<file path="config.mk">
export PLATFORM = sky130hd
export DESIGN_NAME = pll_lock_sequencer
export DESIGN_NICKNAME = d
export VERILOG_FILES = /design/src/rtl/pll_lock_sequencer.sv
export SDC_FILE = /design/constraint.sdc
export NUM_CORES = 1
export LEC_CHECK = 0
export BUFFER_PORTS_ARGS = -buffer_cell sky130_fd_sc_hd__buf_4
export CAP_MARGIN = 10
export CORE_MARGIN = 10
export CORE_UTILIZATION = 45
export CTS_BUF_LIST = sky130_fd_sc_hd__clkbuf_16
export DETAILED_ROUTE_END_ITERATION = 10
export PLACE_DENSITY = 0.63
export SKIP_CTS_REPAIR_TIMING = 1
export SYNTH_ARGS = -nofsm -noshare
export SYNTH_HDL_FRONTEND = slang
export SYNTH_SLANG_ARGS = --single-unit
</file>
<file path="constraint.sdc">
create_clock -name clkin_i -period 5.29 [get_ports clkin_i]
set_input_delay 1.058 -clock clkin_i [delete_from_list [all_inputs] [get_ports clkin_i]]
set_output_delay 1.058 -clock clkin_i [all_outputs]
set_load 0.01 [all_outputs]
</file>
<file path="src/rtl/pll_lock_sequencer.sv">
// PLL supervisor: pulses the PLL reset, filters the synchronised lock, stages the output-clock
// enables, and recovers from lock loss or lock timeout with a bounded number of retries.
module pll_lock_sequencer #(
    parameter int unsigned NUM_CLK      = 5,
    parameter int unsigned RST_CYCLES   = 16,
    parameter int unsigned LOCK_FILT    = 64,
    parameter int unsigned STAGE_GAP    = 8,
    parameter int unsigned LOCK_TIMEOUT = 65536,
    parameter int unsigned MAX_RETRY    = 3
) (
    input  logic                             clkin_i,
    input  logic                             reset_i,
    input  logic                             pll_lock_i,
    input  logic                             restart_i,
    input  logic [NUM_CLK-1:0]               en_mask_i,
    output logic                             pll_reset_o,
    output logic [NUM_CLK-1:0]               enclk_o,
    output logic                             sys_rst_o,
    output logic                             clk_rdy_o,
    output logic                             fail_o,
    output logic [$clog2(MAX_RETRY+1)-1:0]   retry_cnt_o
);

    localparam int unsigned RCW = $clog2(RST_CYCLES) + 1;
    localparam int unsigned FCW = $clog2(LOCK_FILT) + 1;
    localparam int unsigned GCW = $clog2(STAGE_GAP) + 1;
    localparam int unsigned TCW = $clog2(LOCK_TIMEOUT) + 1;
    localparam int unsigned SW  = $clog2(NUM_CLK) + 1;
    localparam int unsigned RTW = $clog2(MAX_RETRY + 1);

    localparam logic [RCW-1:0] RstLast  = RCW'(RST_CYCLES - 1);
    localparam logic [FCW-1:0] FiltLast = FCW'(LOCK_FILT - 1);
    localparam logic [GCW-1:0] GapLast  = GCW'(STAGE_GAP - 1);
    localparam logic [TCW-1:0] TmoLast  = TCW'(LOCK_TIMEOUT - 1);
    localparam logic [TCW-1:0] TmoMax   = TCW'(LOCK_TIMEOUT);
    localparam logic [SW-1:0]  StLast   = SW'(NUM_CLK - 1);
    localparam logic [RTW-1:0] RetryMax = RTW'(MAX_RETRY);

    typedef enum logic [2:0] {StRstPll, StWaitLock, StFilter, StEnable, StRun, StFail} state_e;

    state_e               state_q, state_d;
    logic                 sync1_q, lock_s_q;
    logic [RCW-1:0]       rst_cnt_q, rst_cnt_d;
    logic [FCW-1:0]       filt_q, filt_d;
    logic [GCW-1:0]       gap_q, gap_d;
    logic [TCW-1:0]       tmo_q, tmo_d, tmo_inc;
    logic [SW-1:0]        stage_q, stage_d;
    logic [NUM_CLK-1:0]   staged_q, staged_d, mask_q, mask_d;
    logic [RTW-1:0]       retry_q, retry_d, retry_inc;
    logic                 go_enable;
    logic                 pll_reset_q, pll_reset_d, sys_rst_q, sys_rst_d;
    logic                 clk_rdy_q, clk_rdy_d, fail_q, fail_d;
    logic [NUM_CLK-1:0]   enclk_q, enclk_d;

    always_comb begin
        state_d   = state_q;
        rst_cnt_d = rst_cnt_q;
        filt_d    = filt_q;
        gap_d     = gap_q;
        tmo_d     = tmo_q;
        stage_d   = stage_q;
        staged_d  = staged_q;
        mask_d    = mask_q;
        retry_d   = retry_q;
        go_enable = 1'b0;
        tmo_inc   = (tmo_q >= TmoMax) ? tmo_q : tmo_q + TCW'(1);
        retry_inc = (retry_q >= RetryMax) ? retry_q : retry_q + RTW'(1);

        unique case (state_q)
            StRstPll: begin
                if (rst_cnt_q >= RstLast) begin
                    state_d   = StWaitLock;
                    rst_cnt_d = '0;
                    tmo_d     = '0;
                end else begin
                    rst_cnt_d = rst_cnt_q + RCW'(1);
                end
            end
            StWaitLock: begin
                filt_d = '0;
                if (lock_s_q) begin
                    tmo_d = tmo_inc;
                    if (LOCK_FILT <= 1) begin
                        go_enable = 1'b1;
                    end else begin
                        state_d = StFilter;
                        filt_d  = FCW'(1);
                    end
                end else if (tmo_q >= TmoLast) begin
                    retry_d   = retry_inc;
                    state_d   = (retry_inc >= RetryMax) ? StFail : StRstPll;
                    rst_cnt_d = '0;
                    tmo_d     = '0;
                end else begin
                    tmo_d = tmo_inc;
                end
            end
            StFilter: begin
                // The timeout keeps accumulating across filter glitches.
                tmo_d = tmo_inc;
                if (!lock_s_q) begin
                    state_d = StWaitLock;
                    filt_d  = '0;
                end else if (filt_q >= FiltLast) begin
                    go_enable = 1'b1;
                end else begin
                    filt_d = filt_q + FCW'(1);
                end
            end
            StEnable: begin
                if (gap_q >= GapLast) begin
                    gap_d = '0;
                    if (stage_q >= StLast) begin
                        state_d = StRun;
                    end else begin
                        stage_d  = stage_q + SW'(1);
                        staged_d = staged_q | (mask_q & (NUM_CLK'(1) << stage_d));
                    end
                end else begin
                    gap_d = gap_q + GCW'(1);
                end
            end
            StRun, StFail: ;
            default: state_d = StRstPll;
        endcase

        if (go_enable) begin
            state_d  = StEnable;
            filt_d   = '0;
            gap_d    = '0;
            stage_d  = '0;
            mask_d   = en_mask_i;
            staged_d = en_mask_i & NUM_CLK'(1);
        end

        // Lock loss starts a fresh sequence, so the retry budget is restored.
        if ((state_q == StEnable || state_q == StRun) && !lock_s_q) begin
            state_d   = StRstPll;
            rst_cnt_d = '0;
            tmo_d     = '0;
            retry_d   = '0;
        end

        if (restart_i) begin
            state_d   = StRstPll;
            rst_cnt_d = '0;
            tmo_d     = '0;
            filt_d    = '0;
            retry_d   = '0;
        end

        pll_reset_d = (state_d == StRstPll) || (state_d == StFail);
        sys_rst_d   = (state_d != StRun);
        clk_rdy_d   = (state_d == StRun);
        fail_d      = (state_d == StFail);
        enclk_d     = '0;
        if (state_d == StEnable) begin
            enclk_d = staged_d;
        end else if (state_d == StRun) begin
            enclk_d = staged_q & en_mask_i;
        end
    end

    always_ff @(posedge clkin_i or posedge reset_i) begin
        if (reset_i) begin
            state_q     <= StRstPll;
            sync1_q     <= 1'b0;
            lock_s_q    <= 1'b0;
            rst_cnt_q   <= '0;
            filt_q      <= '0;
            gap_q       <= '0;
            tmo_q       <= '0;
            stage_q     <= '0;
            staged_q    <= '0;
            mask_q      <= '0;
            retry_q     <= '0;
            pll_reset_q <= 1'b1;
            sys_rst_q   <= 1'b1;
            clk_rdy_q   <= 1'b0;
            fail_q      <= 1'b0;
            enclk_q     <= '0;
        end else begin
            state_q     <= state_d;
            sync1_q     <= pll_lock_i;
            lock_s_q    <= sync1_q;
            rst_cnt_q   <= rst_cnt_d;
            filt_q      <= filt_d;
            gap_q       <= gap_d;
            tmo_q       <= tmo_d;
            stage_q     <= stage_d;
            staged_q    <= staged_d;
            mask_q      <= mask_d;
            retry_q     <= retry_d;
            pll_reset_q <= pll_reset_d;
            sys_rst_q   <= sys_rst_d;
            clk_rdy_q   <= clk_rdy_d;
            fail_q      <= fail_d;
            enclk_q     <= enclk_d;
        end
    end

    assign pll_reset_o = pll_reset_q;
    assign enclk_o     = enclk_q;
    assign sys_rst_o   = sys_rst_q;
    assign clk_rdy_o   = clk_rdy_q;
    assign fail_o      = fail_q;
    assign retry_cnt_o = retry_q;

endmodule

</file>
After elaboration in Yosys (flattened, before gate mapping) --
Cells that the tools add are included.
Word-level totals: register bits after elaboration 63, input bits 9
Operators by class: $add $sub $neg 6, $lt $le $gt $ge 8, equal/unequal tests 15, shifts and indexed selects 1, muxes and demuxes 52, bitwise gates (word level) 3, reduce and logical (&&, ||, !) cells 19
Operator list (number):
- $mux 17 | 6
- $mux 5 | 11
- $pmux 17 s3 | 1
- $mux 3 | 10
- $mux 4 | 7
- $mux 7 | 4
- $add 17x1->17 const B | 1
- $ge 17x16->1 const B | 1
- $ge 17x17->1 const B | 1
- $pmux 3 s5 | 1
- $pmux 7 s2 | 1
- $eq 3x3->1 const B | 4
- $mux 2 | 6
- $ne 4x4->1 const B | 3
- $and 5x5->5 | 2
- $pmux 5 s2 | 1
- $eq 3x2->1 const B | 3
- $reduce_and 3->1 | 3
- $add 4x1->4 const B | 2
- $ge 4x3->1 const B | 2
- $reduce_bool 4->1 | 2
- $add 7x1->7 const B | 1
- $ge 7x6->1 const B | 1
- $logic_not 3->1 | 2
- other kinds (20) | 28

Depth between registers and ports, before layout --
Gate-level depths: netlist of run 1.
depth in word-level cells 13, mapped depth 12, mapped depth without buffers 10

Worst setup path after synthesis of run 1 --
No wires, ideal clock.
kind reg-to-reg, start point register rst_cnt_q[0], end point register enclk_q[0], in the netlist enclk_o[0], library setup time 0.096 ns, arrival time 2.173 ns, required time 5.194 ns, setup slack 3.022 ns, stages on the path, launching flop included 11, path buffers 0, clock period less this slack 2.268 ns, cells stage by stage dfrtp_1 ha_1 nand2_1 nor2_1 ha_1 nor2_1 nand2_1 a221oi_2 a21oi_4 or4_4 o32ai_2
Between the ends: cells in the longest elaborated chain, start to end 9, elaborated cells between the ends (all ways) 10, those cells by class order compare (1); eq/ne (2); mux (7)
RTL lines:
- start, declared | RTL line 43 | logic [RCW-1:0] rst_cnt_q, rst_cnt_d;
- start signal, assigned | RTL line 186 | rst_cnt_q <= rst_cnt_d;
- $ge 5x4->1 (*) | RTL line 71 | if (rst_cnt_q >= RstLast) begin
- $mux 3 (*) | RTL line 71
- $pmux 3 s5 (*) | RTL line 69 | unique case (state_q)
- $mux 3 (*) | RTL line 127 | if (go_enable) begin
- $mux 3 (*) | RTL line 137 | if ((state_q == StEnable || state_q == StRun) && !lock_s_q) begin
- $mux 3 (*) | RTL line 144 | if (restart_i) begin
- $eq 3x3->1 | RTL line 159 | end else if (state_d == StRun) begin
- $mux 5 | RTL line 159
- $mux 5 (*) | RTL line 157 | if (state_d == StEnable) begin
- via enclk_d[0] | RTL line 53 | logic [NUM_CLK-1:0] enclk_q, enclk_d;
- end signal, assigned | RTL line 198 | enclk_q <= enclk_d;
- end, declared | RTL line 53
The timed path passes the listed nets; every way through them passes the cells marked *. A chain may end at the register's enable or synchronous reset.

Worst setup path after layout of run 1 --
start point register state_q[1], end point register enclk_q[0], in the netlist enclk_o[0]
Between the ends: cells in the longest elaborated chain, start to end 9, elaborated cells between the ends (all ways) 26, those cells by class eq/ne (7); mux (15); reduce/logical (4)
RTL lines:
- start, declared | RTL line 41 | state_e state_q, state_d;
- start signal, assigned | RTL line 166 | state_q <= StRstPll;
- start signal, assigned | RTL line 183 | state_q <= state_d;
- $eq 3x3->1 (tied with other cells) | RTL line 69, 137
- $reduce_or 2->1 (tied with other cells) | RTL line 69
- $pmux 3 s5 | RTL line 69
- $mux 3 | RTL line 127
- $mux 3 | RTL line 137
- $mux 3 | RTL line 144
- $eq 3x3->1 | RTL line 159
- $mux 5 | RTL line 159
- $mux 5 (*) | RTL line 157
- via enclk_d[0] | RTL line 53
Marked as above.

==> flow_summary_export.csv, run 1 <==
group,metric,value,unit
routing,via_per_inst,5.39,
run,drv_cap,0,
synthesis,yosys.area.top_type,"dfrtp_1",
synthesis,syn_nets,359,
grt,grt_max_degree,64,
setup_path,r2r_cells,6,
pwr,irDropWorstVdd,0.174,mV
place,dpl.cell_count,446,
sta,max_slew_margin,0.442,
routing,first_pass_iters,4,
pwr,cellLeakagePower,1.72,nW
grt,antenna_found_initial,0,
sta,period_needed,2.49,ns
grt,grt_pass1_wl,11600,um
sta,hold_violations,0,
place,gp_congestion,0.813,
routing,first_iter_violations,129,
clock_tree,cts_max_level,3,
sta,period_share,0.471,
synthesis,yosysWarningCount,0,
synthesis,synth_cell_types,64,
place,io_buffers,19,
setup_path,path_cells,"inv_1 > nor3_1 > and3_1 > nand2_1 > o21a_1 > o32ai_2",
floorplanning,start_util,0.461,
floorplanning,die_area,0.0112,mm2
setup_path,r2r_start,"state_q[1]$_DFF_PP0_",
synthesis,ys_seq_area_frac,0.474,
synthesis,yosysTopAreaCellShare,0.459,
layout,area_growth_syn_to_layout,16.7,%
setup_path,max_stage_delay,0.71,ns
layout,drive_gt1_frac,0.174,
setup_path,critPathSlowestCell,"and3_1",
sta,worst_pin_slew,0.834,ns
clock_tree,clockBufferDepth,2,
setup_path,critical_path_depth,6,
run_status,status,"finished, final reports clean",
clock_tree,path_clk_slew,0.06,ns
hold_path,worst_hold_path.endpoint,"lock_s_q$_DFF_PP0_",
clock_tree,cts_buffers,9,
synthesis,postSynthCellCount,339,
synthesis,synth_area,0.00333,mm2
synthesis,synth_area_per_cell,9.82,um2
place,place.detailed.hpwl,4480,um
layout,diodes,0,
synthesis,ys_seq_elements,63,
setup_path,cp-start-kind,"register",
synthesis,synth_top_family_by_area,"simple AND/OR/NAND/NOR gates",
setup_path,critPathCaptureType,"register",
sta,timing.fmax,0.402,GHz
clock_tree,clk_latency,0.33,ns
pwr,power.total,1.21,mW
floorplanning,fp.dieH,106,um
synthesis,synthFlopType,"dfrtp_1",
clock_tree,clock-sinks,63,
routing,wl,6750,um
setup_path,path_max_fanout,19,
setup_path,ff2ff_setup_slack,2.80,ns
floorplanning,rows,31,
setup_path,cp_data_arrival_time,2.72,ns
synthesis,synth-simple-area-share,0.229,
synthesis,muxShareOfSynthArea,0.0233,
clock_tree,cts_tree,"done",
setup_path,path_buf_inv,1,
routing,wire_per_inst,14.6,um
sta,finalSetupViolations,0,
setup_path,cp_top_family,"simple AND/OR/NAND/NOR gates",
floorplanning,die_w,106,um
synthesis,synth-edff-count,0,
sta,tns,0,ns
clock_tree,cts-root-buf,"clkbuf_16",
hold_path,min_from,"sync1_q$_DFF_PP0_",
sta,rsz0062_at_grt,"false",
synthesis,synth_xor_xnor_area_share,0.0421,
setup_path,rr_endpoint,"enclk_o[0]$_DFF_PP0_",
sta,clock_skew,0.00649,ns
pwr,p_per_area,311,mW/mm2
synthesis,synthAdderAreaFrac,0.0414,
sta,slew_viol_final,0,
setup_path,critPathRequiredTime,5.52,ns
hold_path,hp-class,"reg -> reg",
synthesis,synth_compound_area_frac,0.152,
floorplanning,core_area,0.00721,mm2
grt,track_usage,0.123,
floorplanning,ios,20,
grt,overflow,0,
routing,drc_errors,0,
hold_path,worstHoldPathCells,0,
grt,grt_pass1_vias,2446,
setup_path,critical_path_class,"reg -> reg",
routing,route.vias.total,2490,
synthesis,synth_area_leaders,"dfrtp_1 (46%), nor2_1 (5.4%), xnor2_1 (4.2%)",
routing,antenna_left,0,
layout,final_cells,462,
synthesis,async_flop_share,1.00,
layout,fin_nets,378,
cells in the final DEF (no fill, tap or decap), types with 2 or more instances in the layout:
cell	n
nor3_2	2
a31oi_1	5
nand2b_1	5
ha_1	11
clkbuf_16	9
mux2_2	5
nor4_1	4
a21oi_2	2
a211oi_1	2
dfstp_2	2
bufinv_16	3
nand4_1	7
and3_1	4
inv_1	14
xnor2_1	16
buf_4	20
nor2_1	48
nand3_1	8
dfrtp_1	61
o21bai_1	2
nor2b_1	2
inv_2	2
nand3b_1	3
a21oi_1	14
nor3_1	15
and2_1	6
nor3b_1	2
nand2_1	27
o21ai_0	15
a21o_1	3
o31ai_1	5
a32o_1	4
flip-flops by register name, indices dropped and copies added, names as in the netlist:
register,cells
staged_q,5
rst_cnt_q,5
mask_q,5
lock_s_q,1
pll_reset_o,1
stage_q,4
state_q,3
enclk_o,5
tmo_q,17
sys_rst_o,1
fail_o,1
gap_q,4
retry_cnt_o,2
filt_q,7
clk_rdy_o,1
sync1_q,1
synth_stat cells (all sizes together) (2+ instances only):
library cell,count
nand4,7
nor2b,2
ha,11
nor3b,2
and3,5
o21ai,16
buf,9
o21bai,2
a21oi,17
or3b,2
xnor2,16
a211oi,2
nand2,27
nor2,48
nand3b,4
o31ai,5
and2,6
clkbuf,3
nand2b,5
nand3,8
o32ai,2
dfrtp,61
a32o,4
a31oi,6
dfstp,2
inv,16
a21o,3
nor4,5
mux2,6
nor3,17
worst register-to-register path: stages, from the launching register on:
cell and delay, ns:
dfrtp_1 0.65, inv_1 0.18, nor3_1 0.26, and3_1 0.72
nand2_1 0.17, o21a_1 0.17, o32ai_2 0.25
final cells by class:
type / instances / area (um2)
Sequential cell: 63 / 1580
Clock buffer: 9 / 225
Fill cell: 677 / 3330
Inverter: 16 / 60.1
Tap cell: 99 / 124
Multi-Input combinational cell: 248 / 1620
Clock inverter: 7 / 120
Timing Repair Buffer: 20 / 150
power by group:
group	switching [mW]	total [mW]	internal, mW
clock network	0.218	0.679	0.461
logic	0.0237	0.0345	0.0108
registers	0.00622	0.493	0.486
total	0.248	1.21	0.958
worst max path at each step:
stage               slack, ns            startpoint                   end
global placement         2.83  state_q[1]$_DFF_PP0_  enclk_o[0]$_DFF_PP0_
CTS                      2.80  state_q[1]$_DFF_PP0_  enclk_o[0]$_DFF_PP0_
global route             2.55  state_q[1]$_DFF_PP0_  enclk_o[0]$_DFF_PP0_
finish                   2.80  state_q[1]$_DFF_PP0_  enclk_o[0]$_DFF_PP0_
detailed placement       2.81  state_q[1]$_DFF_PP0_  enclk_o[0]$_DFF_PP0_
floorplan                2.67               reset_i   clk_rdy_o$_DFF_PP0_
per-layer routing:
layer,GRT usage,share of wire,wire [um]
met3,0.0405,0.045,304
met4,0.0406,0.013,87
met2,0.180,0.43,2900
met1,0.168,0.51,3460
met5,0,0,0
cell families after synthesis:
kind of cell / after synthesis
compound gates: 69
simple gates: 145
fa+ha+maj: 11
mux: 7
xor+xnor: 16
buf+inv: 28
flops: 63
stage by stage:
step                      setup WS (ns)  hold slack (ns)   util  area (um2)
after floorplan                    2.67            0.331      -        3330
after global placement             2.83            0.366  0.490        3540
after detailed placement           2.81            0.362  0.490        3540
after CTS                          2.80            0.379  0.538        3880
after global routing               2.55            0.377  0.538        3880
final                              2.80            0.375  0.538        3880
Note: power is estimated with default switching activity, not from simulation.
==> run 2: changes to the inputs <==
==> constraint.sdc (replaced) <==
create_clock -name clkin_i -period 2.4 [get_ports clkin_i]
set_input_delay 0.48 -clock clkin_i [delete_from_list [all_inputs] [get_ports clkin_i]]
set_output_delay 0.48 -clock clkin_i [all_outputs]
set_load 0.01 [all_outputs]
==> flow_summary_export.csv, run 2 (synthesized netlist as in run 1, its figures left out) <==
group,metric,value,unit
routing,drc_errors,0,
floorplanning,fp.dieH,106,um
sta,timing.final.ws_setup,0.148,ns
layout,final_common_cell,"dfrtp_1",
layout,largest_reg_flops,17,
setup_path,rr_endpoint,"enclk_o[0]$_DFF_PP0_",
pwr,irDropWorstVdd,0.408,mV
routing,first_iter_violations,96,
floorplanning,start_util,0.461,
place,post_dp_cell_area,0.00368,mm2
clock_tree,clk_latency,0.33,ns
layout,drive_gt1_frac,0.212,
setup_path,critPathCaptureType,"register",
sta,hold_violations,0,
layout,top_register,"tmo_q",
setup_path,cp-endpoint,"enclk_o[0]$_DFF_PP0_",
layout,multi_input_area,0.00162,mm2
sta,tns,0,ns
floorplanning,die_w,106,um
grt,grt_pass1_wl,12400,um
grt,track_usage,0.135,
layout,area_growth_syn_to_layout,21.3,%
routing,first_pass_iters,4,
routing,antenna_left,0,
floorplanning,rows,31,
clock_tree,cts-root-buf,"clkbuf_16",
grt,grt_pass1_vias,2551,
place,gp_congestion,0.857,
sta,slew_viol_final,0,
setup_path,r2r_cells,10,
grt,overflow,0,
sta,period_needed,2.25,ns
setup_path,path_max_fanout,4,
place,io_buffers,19,
routing,wl,7230,um
routing,route.vias.total,2593,
clock_tree,cts_max_level,3,
clock_tree,cts_tree,"done",
setup_path,ff2ff_setup_slack,0.15,ns
run,drv_cap,0,
setup_path,cp_data_arrival_time,2.48,ns
pwr,cellLeakagePower,1.82,nW
pwr,p_per_area,661,mW/mm2
place,place.detailed.hpwl,4970,um
floorplanning,ios,20,
layout,largest_registers,"tmo_q x17, filt_q x7",
sta,period_share,0.938,
sta,max_slew_margin,0.566,
sta,timing.fmax,0.444,GHz
setup_path,critPathRequiredTime,2.63,ns
clock_tree,path_clk_slew,0.05,ns
clock_tree,clockBufferDepth,2,
setup_path,critical_path_class,"reg -> reg",
layout,final_cell_mix,"dfrtp_1 (61), nor2_1 (48), buf_4 (38)",
grt,antenna_found_initial,0,
place,pre_cts_slack,0.100,ns
grt,grt_max_degree,30,
routing,via_per_inst,5.39,
floorplanning,core_area,0.00721,mm2
layout,fillers,633,
setup_path,r2r_start,"rst_cnt_q[1]$_DFFE_PP0P_",
routing,wire_per_inst,15.0,um
layout,fin_nets,397,
setup_path,crit_path_start,"rst_cnt_q[1]$_DFFE_PP0P_",
clock_tree,clock-sinks,63,
layout,final_area,0.00404,mm2
hold_path,hp-class,"in -> async",
layout,seqCellArea,0.00158,mm2
sta,worst_pin_slew,0.650,ns
clock_tree,cts_buffers,9,
setup_path,cp-start-kind,"register",
floorplanning,die_area,0.0112,mm2
sta,rsz0062_at_grt,"false",
sta,clock_skew,0.00762,ns
sta,finalSetupViolations,0,
layout,diodes,0,
run_status,status,"finished, final reports clean",
run 2: cell types whose count changed in the layout (fill, tap and decap cells not counted):
cell and change:
buf_12 +1, clkinv_2 -1, clkinv_1 +1, buf_4 +18
run 2: how the worst min path moves through the flow:
stage | from | to | slack, ns | cells past startpoint
2_1_floorplan | sync1_q$_DFF_PP0_ | lock_s_q$_DFF_PP0_ | 0.33 | 0
3_3_place_gp | sync1_q$_DFF_PP0_ | lock_s_q$_DFF_PP0_ | 0.33 | 0
3_5_place_dp | sync1_q$_DFF_PP0_ | lock_s_q$_DFF_PP0_ | 0.34 | 0
4_1_cts | reset_i | stage_q[1]$_DFFE_PP0P_ | 0.13 | 2
5_1_grt | reset_i | staged_q[2]$_DFF_PP0_ | 0.13 | 2
6_report | reset_i | staged_q[3]$_DFF_PP0_ | 0.13 | 2
run 2: critical path, cell delays in order, from the launching register on:
cell and delay (ns):
dfrtp_1 0.41, ha_1 0.20, nand2_1 0.09, nor2_1 0.05, ha_1 0.17, nor2_1 0.12, nand2_1 0.10, a221oi_2 0.35
a21oi_4 0.10, or4_4 0.46, o32ai_2 0.13
run 2: report_power, final:
part / leakage (nW) / switching, mW / internal (mW)
logic: 0.803 / 0.0581 / 0.0337
registers: 0.854 / 0.0115 / 1.07
clock network: 0.164 / 0.477 / 1.02
run 2: metrics by stage:
step | hold WS [ns] | utilization | instances | total power [mW]
floorplan | 0.331 | - | 339 | 1.15
global placement | 0.334 | 0.511 | 464 | 1.19
detailed placement | 0.339 | 0.511 | 464 | 1.19
CTS | 0.129 | 0.558 | 480 | 2.70
global route | 0.130 | 0.559 | 481 | 2.76
finish | 0.128 | 0.559 | 481 | 2.67
run 2: area by class of cell:
type / count / area share
multi-input cells: 248 / 0.402
clock inverters: 7 / 0.0294
clock buffers: 9 / 0.0558
well taps: 99 / 0.0307
flip-flops and latches: 63 / 0.391
repair buffers: 39 / 0.0756
inverters: 16 / 0.0149
run 2: metal layers:
layer  global-route usage  part of all wire
met4               0.0484            0.0097
met5                    0                 0
met3               0.0380             0.039
met1                0.179              0.49
met2                0.204              0.46
==> run 3: changes to the inputs <==
--- a/config.mk
+++ b/config.mk
@@ -11,8 +11,9 @@
 export CORE_UTILIZATION = 45
 export CTS_BUF_LIST = sky130_fd_sc_hd__clkbuf_16
 export DETAILED_ROUTE_END_ITERATION = 10
-export PLACE_DENSITY = 0.63
+export PLACE_DENSITY = 0.65
 export SKIP_CTS_REPAIR_TIMING = 1
+export SLEW_MARGIN = 20
 export SYNTH_ARGS = -nofsm -noshare
 export SYNTH_HDL_FRONTEND = slang
 export SYNTH_SLANG_ARGS = --single-unit
==> constraint.sdc (replaced) <==
create_clock -name clkin_i -period 1.9 [get_ports clkin_i]
set_input_delay 0.38 -clock clkin_i [delete_from_list [all_inputs] [get_ports clkin_i]]
set_output_delay 0.38 -clock clkin_i [all_outputs]
set_load 0.01 [all_outputs]
==> flow_summary_export.csv, run 3 (synthesized netlist as in run 1, its figures left out) <==
group,metric,value,unit
place,gp_congestion,0.916,
sta,clock_skew,0.00684,ns
floorplanning,rows,31,
sta,slew_viol_final,0,
pwr,switchingPower,0.767,mW
setup_path,path_buf_inv,0,
layout,diodes,0,
layout,top_register,"tmo_q",
setup_path,cp_top_family,"simple AND/OR/NAND/NOR gates",
run_status,status,"finished, violations left",
place,place.detailed.hpwl,5360,um
routing,wl,8150,um
sta,tns,-3.62,ns
run,drv_cap,0,
setup_path,path_max_fanout,4,
layout,final_cell_mix,"buf_4 (88), dfrtp_1 (61), nor2_1 (41)",
grt,grt_pass1_vias,2853,
setup_path,path_cells,"ha_2 > nand2_2 > nor2_2 > ha_2 > nor2_4 > nand2_2 > a221oi_4 > a21oi_4 > or4_4 > o32ai_2",
sta,period_share,1.15,
floorplanning,fp.dieH,106,um
grt,grt_pass1_wl,13300,um
place,io_buffers,19,
setup_path,crit_path_start,"rst_cnt_q[0]$_DFFE_PP0P_",
layout,fin_nets,454,
sta,rsz0062_at_grt,"true",
sta,timing.final.ws_setup,-0.290,ns
routing,route.vias.total,2854,
layout,largest_registers,"tmo_q x17, filt_q x7",
clock_tree,cts_max_level,3,
run_status,failed_checks,"setup timing",
pwr,p_sw_frac,0.228,
sta,max_slew_margin,0.662,
setup_path,critPathRequiredTime,2.14,ns
pwr,power.total,3.37,mW
sta,finalSetupViolations,27,
setup_path,cp_data_arrival_time,2.43,ns
layout,largest_reg_flops,17,
layout,final_common_cell,"buf_4",
pwr,power_frac_seq,0.404,
floorplanning,start_util,0.461,
pwr,cellLeakagePower,2.21,nW
pwr,power.internal,2.60,mW
clock_tree,path_clk_slew,0.06,ns
hold_path,hp-class,"in -> async",
floorplanning,die_w,106,um
layout,final_area,0.00477,mm2
grt,antenna_found_initial,0,
sta,worst_pin_slew,0.504,ns
floorplanning,die_area,0.0112,mm2
clock_tree,clockBufferDepth,2,
floorplanning,ios,20,
setup_path,critPathSlowestCell,"or4_4",
routing,via_per_inst,5.30,
pwr,pwr-share-clk,0.541,
clock_tree,clk_latency,0.33,ns
setup_path,ff2ff_setup_slack,-0.29,ns
setup_path,max_stage_delay,0.52,ns
clock_tree,cts_buffers,9,
sta,hold_violations,0,
pwr,p_per_area,707,mW/mm2
routing,wire_per_inst,15.2,um
clock_tree,cts-root-buf,"clkbuf_16",
grt,overflow,0,
routing,first_pass_iters,5,
setup_path,r2r_cells,10,
setup_path,rr_endpoint,"enclk_o[0]$_DFF_PP0_",
place,post_dp_cell_area,0.00409,mm2
layout,utilization,0.661,
setup_path,critPathCaptureType,"register",
setup_path,r2r_start,"rst_cnt_q[0]$_DFFE_PP0P_",
routing,first_iter_violations,179,
layout,area_growth_syn_to_layout,43.2,%
clock_tree,cts_tree,"done",
layout,drive_gt1_frac,0.383,
routing,drc_errors,0,
grt,grt_max_degree,53,
setup_path,cp-start-kind,"register",
pwr,power_frac_comb,0.055,
floorplanning,core_area,0.00721,mm2
routing,antenna_left,0,
sta,timing.fmax,0.457,GHz
setup_path,critical_path_class,"reg -> reg",
grt,track_usage,0.141,
sta,period_needed,2.19,ns
place,pre_cts_slack,-0.294,ns
pwr,irDropWorstVdd,0.670,mV
clock_tree,clock-sinks,63,
==> run 3: cell count changes in the layout (fill, tap and decap cells not counted), moves of 4 or more <==
| cell | before | now |
|---|---|---|
| buf_4 | 38 | 88 |
| buf_12 | 1 | 5 |
| nor3_4 | 0 | 4 |
| nor4_1 | 4 | 0 |
| nor2_1 | 48 | 41 |
| nor2_2 | 0 | 4 |
==> run 3: worst max path at each step <==
stage	end	slack [ns]	cells past startpoint
floorplan	enclk_o[0]$_DFF_PP0_	-0.24	10
global placement	enclk_o[0]$_DFF_PP0_	-0.25	10
detailed placement	enclk_o[0]$_DFF_PP0_	-0.29	10
CTS	enclk_o[0]$_DFF_PP0_	-0.30	10
global route	enclk_o[0]$_DFF_PP0_	-0.38	10
finish	enclk_o[0]$_DFF_PP0_	-0.29	10
==> run 3: worst reg2reg max path: cells and delay by family, from the launching register on <==
family	cells	cell delay, ns
flip-flops	1	0.39
AO/OA/AOI/OAI	3	0.53
adder cells (fa/ha/maj)	2	0.37
AND/OR/NAND/NOR	5	0.81
==> run 3: metrics by stage <==
stage                     hold slack, ns  std cells
final                             0.0115        538
after floorplan                    0.331        339
after detailed placement           0.352        511
after global placement             0.343        511
after CTS                        0.00414        527
after global routing              0.0163        538
==> run 3: per-layer routing <==
metal  share of wire  track usage  vias to the layer above
li1                -            -                     1402
met1            0.47        0.185                     1396
met2            0.48        0.218                       52
met3           0.039       0.0399                        4
met4          0.0086       0.0503                        0
met5               0            0                        -
==> run 3: power groups by stage <==
stage,Sequential [mW],Combinational (mW),Clock (mW)
3_5_place_dp,1.38,0.148,0
3_3_place_gp,1.38,0.146,0
4_1_cts,1.36,0.148,1.85
2_1_floorplan,1.39,0.0709,0
5_1_grt,1.36,0.205,1.90
6_report,1.36,0.187,1.82
==> run 3: cell type report <==
cell class / count / area (um2)
fillers: 560 / 2450
multi-input cells: 248 / 1880
repair buffers: 96 / 795
flip-flops and latches: 63 / 1580
inverters: 16 / 63.8
clock inverters: 7 / 104
well taps: 99 / 124
clock buffers: 9 / 225
